<file path="src/rtl/tt_um_clk_period_meter_if.sv">
// Pin bundle for the period meter: design enable, the dedicated input byte,
// the output byte and the bidirectional pin group.
interface tt_um_clk_period_meter_if;
    logic       ena;
    logic [7:0] ui_in;
    logic [7:0] uo_out;
    logic [7:0] uio_in;
    logic [7:0] uio_out;
    logic [7:0] uio_oe;

    modport master (
        output ena,
        output ui_in,
        output uio_in,
        input  uo_out,
        input  uio_out,
        input  uio_oe
    );

    modport slave (
        input  ena,
        input  ui_in,
        input  uio_in,
        output uo_out,
        output uio_out,
        output uio_oe
    );
endinterface

</file>
<file path="src/rtl/tt_um_clk_period_meter.sv">
// Clock-period meter: counts clk cycles between consecutive rising edges of an
// asynchronous input, flags timeouts when no edge arrives within the counter
// range, and compares each measurement against a selectable expected ratio.
module tt_um_clk_period_meter #(
    parameter int CNT_W       = 16,
    parameter int SYNC_STAGES = 2
) (
    input  logic                      clk,
    input  logic                      rst_n,
    tt_um_clk_period_meter_if.slave   pins
);

    typedef enum logic [1:0] {
        IDLE    = 2'd0,
        MEASURE = 2'd1,
        TIMEOUT = 2'd2
    } state_t;

    localparam logic [CNT_W-1:0] CNT_MAX = {CNT_W{1'b1}};
    localparam logic [CNT_W-1:0] CNT_ONE = CNT_W'(1);

    logic [SYNC_STAGES-1:0] sync_q;
    logic                   hist_q;
    logic                   sigSynced;
    logic                   rise;
    logic                   clearReq;
    logic                   selHi;
    logic [1:0]             rsel;
    logic [CNT_W-1:0]       ratio;

    state_t                 state_q;
    state_t                 state_d;
    logic [CNT_W-1:0]       cnt_q;
    logic [CNT_W-1:0]       cnt_d;
    logic [CNT_W-1:0]       period_q;
    logic [CNT_W-1:0]       period_d;
    logic                   valid_q;
    logic                   valid_d;
    logic                   timeout_q;
    logic                   timeout_d;
    logic                   match_q;
    logic                   match_d;
    logic                   edge_q;
    logic                   edge_d;
    logic [15:0]            period16;
    logic                   unusedBits;

    assign sigSynced = sync_q[SYNC_STAGES-1];
    assign rise      = sigSynced & ~hist_q;
    assign clearReq  = pins.ui_in[2] | ~pins.ena;
    assign selHi     = pins.ui_in[1];
    assign rsel      = pins.ui_in[4:3];
    assign ratio     = CNT_W'(5'd2 << rsel);

    // Bring the measured signal into the clk domain and keep one history bit for rise detection.
    always_ff @(posedge clk or negedge rst_n) begin
        if (!rst_n) begin
            sync_q <= '0;
            hist_q <= 1'b0;
        end else begin
            sync_q <= {sync_q[SYNC_STAGES-2:0], pins.ui_in[0]};
            hist_q <= sigSynced;
        end
    end

    // State and measurement registers; clear is folded into the next-state logic.
    always_ff @(posedge clk or negedge rst_n) begin
        if (!rst_n) begin
            state_q   <= IDLE;
            cnt_q     <= '0;
            period_q  <= '0;
            valid_q   <= 1'b0;
            timeout_q <= 1'b0;
            match_q   <= 1'b0;
            edge_q    <= 1'b0;
        end else begin
            state_q   <= state_d;
            cnt_q     <= cnt_d;
            period_q  <= period_d;
            valid_q   <= valid_d;
            timeout_q <= timeout_d;
            match_q   <= match_d;
            edge_q    <= edge_d;
        end
    end

    // Next FSM state: a rise arms or restarts measurement, a full counter without a rise times out.
    always_comb begin
        state_d = state_q;
        if (clearReq) begin
            state_d = IDLE;
        end else begin
            case (state_q)
                IDLE:    if (rise) state_d = MEASURE;
                MEASURE: if (!rise && cnt_q == CNT_MAX) state_d = TIMEOUT;
                TIMEOUT: if (rise) state_d = MEASURE;
                default: state_d = IDLE;
            endcase
        end
    end

    // Next counter, period and status flags; a rise on the last count still yields a valid period.
    always_comb begin
        cnt_d     = cnt_q;
        period_d  = period_q;
        valid_d   = valid_q;
        timeout_d = timeout_q;
        match_d   = match_q;
        edge_d    = rise;
        if (clearReq) begin
            cnt_d     = '0;
            period_d  = '0;
            valid_d   = 1'b0;
            timeout_d = 1'b0;
            match_d   = 1'b0;
            edge_d    = 1'b0;
        end else begin
            case (state_q)
                IDLE: begin
                    cnt_d = rise ? CNT_ONE : '0;
                end
                MEASURE: begin
                    if (rise) begin
                        period_d  = cnt_q;
                        valid_d   = 1'b1;
                        timeout_d = 1'b0;
                        match_d   = (cnt_q == ratio);
                        cnt_d     = CNT_ONE;
                    end else if (cnt_q == CNT_MAX) begin
                        period_d  = CNT_MAX;
                        valid_d   = 1'b0;
                        timeout_d = 1'b1;
                        match_d   = 1'b0;
                    end else begin
                        cnt_d = cnt_q + CNT_ONE;
                    end
                end
                TIMEOUT: begin
                    if (rise) cnt_d = CNT_ONE;
                end
                default: begin
                    cnt_d = '0;
                end
            endcase
        end
    end

    assign period16     = 16'(period_q);
    assign pins.uo_out  = selHi ? period16[15:8] : period16[7:0];
    assign pins.uio_out = {4'b0000, edge_q, match_q, timeout_q, valid_q};
    assign pins.uio_oe  = 8'h0F;
    assign unusedBits   = &{1'b0, pins.ui_in[7:5], pins.uio_in};

endmodule

</file>
<file path="src/flat_wrapper.sv">
// flat-port wrapper written by rule: the top's interface ports become plain ports
module tt_um_clk_period_meter_flat 
#(
    parameter int CNT_W       = 16,
    parameter int SYNC_STAGES = 2
)
  (clk, rst_n, pins_ena, pins_ui_in, pins_uio_in, pins_uo_out, pins_uio_out, pins_uio_oe);
  tt_um_clk_period_meter_if pins_i ();
  input  logic clk;
  input  logic rst_n;
  input wire logic [$bits(pins_i.ena)-1:0] pins_ena;
  input wire logic [$bits(pins_i.ui_in)-1:0] pins_ui_in;
  input wire logic [$bits(pins_i.uio_in)-1:0] pins_uio_in;
  output wire logic [$bits(pins_i.uo_out)-1:0] pins_uo_out;
  output wire logic [$bits(pins_i.uio_out)-1:0] pins_uio_out;
  output wire logic [$bits(pins_i.uio_oe)-1:0] pins_uio_oe;
  assign pins_i.ena = pins_ena;
  assign pins_i.ui_in = pins_ui_in;
  assign pins_i.uio_in = pins_uio_in;
  assign pins_uo_out = pins_i.uo_out;
  assign pins_uio_out = pins_i.uio_out;
  assign pins_uio_oe = pins_i.uio_oe;
  tt_um_clk_period_meter #(.CNT_W(CNT_W), .SYNC_STAGES(SYNC_STAGES)) u_core (.clk(clk), .rst_n(rst_n), .pins(pins_i));
endmodule
</file>
<file path="config.mk">
export PLATFORM = sky130hd
export DESIGN_NAME = tt_um_clk_period_meter_flat
export DESIGN_NICKNAME = d
export VERILOG_FILES = /design/src/rtl/tt_um_clk_period_meter_if.sv /design/src/rtl/tt_um_clk_period_meter.sv /design/src/flat_wrapper.sv
export SDC_FILE = /design/constraint.sdc
export NUM_CORES = 1
export LEC_CHECK = 0
export ABC_AREA = 1
export CAP_MARGIN = 30
export CORE_ASPECT_RATIO = 0.6
export CORE_MARGIN = 5
export CORE_UTILIZATION = 54
export CTS_BUF_LIST = sky130_fd_sc_hd__clkbuf_4 sky130_fd_sc_hd__clkbuf_8
export DETAILED_ROUTE_END_ITERATION = 10
export GPL_TIMING_DRIVEN = 0
export PLACE_DENSITY = 0.93
export SLEW_MARGIN = 25
export SYNTH_ARGS = -nofsm -noshare
export SYNTH_HDL_FRONTEND = slang
export SYNTH_SLANG_ARGS = --single-unit
</file>
<file path="constraint.sdc">
create_clock -name clk -period 2 [get_ports clk]
set_clock_uncertainty 0.05 [all_clocks]
set_input_delay 0.3 -clock clk [delete_from_list [all_inputs] [get_ports clk]]
set_output_delay 0.3 -clock clk [all_outputs]
set_load 0.01 [all_outputs]
</file>
==> impl_metrics.env <==
export IMPL_die_width_um=95.7
export IMPL_htreeDepth=2
export IMPL_fin_nets=374
export IMPL_yosys_top_cells_count="68 x nand2_1, 41 x dfrtp_1, 36 x o21ai_0, 31 x inv_1, 29 x nor2_1"
export IMPL_outcome="complete, no violations"
export IMPL_crit_family="simple AND/OR/NAND/NOR gates"
export IMPL_grt_pass1_vias=1942
export IMPL_finalCriticalPeriod_ns=1.91
export IMPL_avgViaCountPerCell=5.30
export IMPL_worst_pin_slew_ns=0.544
export IMPL_ant_nets=0
export IMPL_ys_seq_area_frac=0.431
export IMPL_cp_data_required_time_ns=2.14
export IMPL_synth_largest_area_cell="dfrtp_1"
export IMPL_netlist_cell_type_count=32
export IMPL_hpwl_um=4770
export IMPL_cts_buffer_depth=2
export IMPL_syn_inst=311
export IMPL_fin_crit_sh=0.957
export IMPL_ir_worst_vdd_mv=0.408
export IMPL_cp_depth=10
export IMPL_gp_congestion=0.918
export IMPL_async_flop_share=1.00
export IMPL_initial_core_util=0.568
export IMPL_hold_class="flip-flop to flip-flop"
export IMPL_core_area_um2=4190
export IMPL_cts_buffers=5
export IMPL_avgSynthCellArea_um2=7.65
export IMPL_worstSkewPairLatency_ns=0.30
export IMPL_path_buf_inv=1
export IMPL_synth_top_cell_area_share=0.431
export IMPL_grt_util_all_layers=0.222
export IMPL_r2r_end="u_core.cnt_q[5]"
export IMPL_final_cell_area_um2=2900
export IMPL_grt_pass1_wl_um=9650
export IMPL_path_class="flip-flop to flip-flop"
export IMPL_critical_path_max_stage_delay_ns=0.40
export IMPL_path_max_fanout=10
export IMPL_synth_edff_count=0
export IMPL_yosys_warnings=0
export IMPL_synthFlopType="dfrtp_1"
export IMPL_cts_sinks=41
export IMPL_drive_gt1_frac=0.189
export IMPL_drt_iter0_markers=161
export IMPL_antenna_found_initial=0
export IMPL_report_final_slew_viol_count=0
export IMPL_wl_um=6390
export IMPL_maxCapViolations=0
export IMPL_setup_viol=0
export IMPL_syn_cell_area_um2=2380
export IMPL_critPathLaunchType="flip-flop"
export IMPL_syn2layout_area_growth_pct=21.9
export IMPL_synthTopCellsByArea="dfrtp_1 43%, nand2_1 11%, o21ai_0 7.6%"
export IMPL_avgRoutedWirePerCell_um=15.4
export IMPL_grt_overflow=0
export IMPL_pwr_density_cell_nw_per_um2=585
export IMPL_cp_common_cell="nand2_2"
export IMPL_crit_arrival_ns=2.06
export IMPL_drcViolationCount=0
export IMPL_yosysMostFrequentCell="nand2_1"
export IMPL_clk_pin_slew_ns=0.08
export IMPL_num_vias=2201
export IMPL_grt_start_max_net_pins=24
export IMPL_endpoint_kind="flip-flop"
export IMPL_fp_dieH_um=61.4
export IMPL_ios=43
export IMPL_postPlaceCellArea_um2=2700
export IMPL_cts_tree="built"
export IMPL_setup_worst_path_start="u_core.cnt_q[1]"
export IMPL_crit_chain="ha_2, nand2_2, nor2_4, nand2_4, nor2_8, nand2_2, nand2_2, buf_6, nor2_1, o21a_1"
export IMPL_root_buffer="clkbuf_8"
export IMPL_rr_worst_depth=10
export IMPL_finalSetupTns_ns=0
export IMPL_dr_pass1_iters=5
export IMPL_finalHoldWorstSlack_ns=0.306
export IMPL_io_buffers=19
export IMPL_regToRegSetupSlack_ns=0.09
export IMPL_ys_ff_latch=41
export IMPL_p_total_mw=1.70
export IMPL_hold_violations=0
export IMPL_relSlewSlack=0.634
export IMPL_endpoint="u_core.cnt_q[5]"
export IMPL_fmax_mhz=522
export IMPL_r2r_start="u_core.cnt_q[1]"
export IMPL_antenna_cells=0
export IMPL_rows=18
export IMPL_cpMaxStageDelayCell="dfrtp_2"
export IMPL_dieArea_um2=5880
export IMPL_p_leak_nw=1.35
-- flip-flops by register name, summed over array words and instances, names as in the netlist --
register          count
u_core.cnt_q         16
u_core.period16      16
u_core.state_q        2
u_core.sync_q         2
u_core.edge_q         1
u_core.hist_q         1
u_core.match_q        1
u_core.timeout_q      1
u_core.valid_q        1
-- power breakdown --
| part | total [mW] | switching (mW) | internal (mW) |
|---|---|---|---|
| logic | 0.142 | 0.0848 | 0.0577 |
| clock network | 0.716 | 0.295 | 0.421 |
| registers | 0.838 | 0.00313 | 0.835 |
-- stage by stage --
step,utilization,setup WS [ns],cells
6_report,0.692,0.0852,415
5_1_grt,0.692,-0.0134,415
4_1_cts,0.677,0.0151,410
3_5_place_dp,0.645,-0.384,401
3_3_place_gp,0.640,-0.417,400
2_1_floorplan,-,0.327,321
-- logic make-up (layout without fill, tap and decap cells) --
kind of cell | after synthesis | after routing | synth area share
AND/OR/NAND/NOR | 145 | 145 | 0.283
AO/OA/AOI/OAI | 59 | 59 | 0.136
buffers and inverters | 59 | 93 | 0.127
flip-flops | 41 | 41 | 0.431
XOR/XNOR | 4 | 4 | 0.0147
other | 2 | 12 | 0.00316
adder cells (fa/ha/maj) | 1 | 1 | 0.00526
-- layout make-up --
type | instances | area (um2)
Timing Repair Buffer | 26 | 258
Buffer | 22 | 169
Multi-Input combinational cell | 221 | 1100
Clock inverter | 1 | 30.0
Inverter | 37 | 145
Clock buffer | 7 | 90.1
Tap cell | 60 | 75.1
Fill cell | 357 | 1290
Sequential cell | 41 | 1030
-- worst min-delay path by stage --
stage | start | to | slack (ns) | cells after the start
6_report | u_core.sync_q[0] | u_core.sync_q[1] | 0.31 | 0
5_1_grt | u_core.sync_q[0] | u_core.sync_q[1] | 0.31 | 0
4_1_cts | u_core.sync_q[0] | u_core.sync_q[1] | 0.31 | 0
3_5_place_dp | rst_n | u_core.edge_q | 0.24 | 1
3_3_place_gp | u_core.sync_q[0] | u_core.sync_q[1] | 0.29 | 0
2_1_floorplan | rst_n | u_core.cnt_q[0] | -0.05 | 0
-- cells in the final DEF, fill, tap and decap left out, types with 2 or more instances in the layout --
cell type / count
inv_1: 31
o21ai_2: 2
dfrtp_2: 2
conb_1: 12
nor4_1: 2
nor2_2: 3
dlygate4sd2_1: 2
xor2_1: 4
dfrtp_1: 39
nor3_1: 7
nor2_1: 28
nand4_1: 3
buf_6: 2
nand2_1: 68
nand2_4: 2
a21oi_1: 14
buf_4: 22
nand2_2: 8
inv_2: 4
o21a_1: 2
nor2_4: 5
clkdlybuf4s50_1: 16
nand3_1: 17
o21ai_0: 36
clkbuf_8: 6
clkbuf_4: 3
-- what timing repair did --
item                                    4_1_cts  5_1_grt
gates resized for setup                       6        7
endpoints found under the hold margin        18        0
pin swaps                                     0        2
gates cloned                                  0        0
endpoints found under the setup margin       19       28
setup buffers                                 0        5
hold buffers                                  1        0
-- routing by layer --
metal  track usage  wire (um)
met5             0          0
met2         0.323       2750
met1         0.328       3040
met4        0.0526         60
met3        0.0635        542
Power figures use the tool's default switching activity.
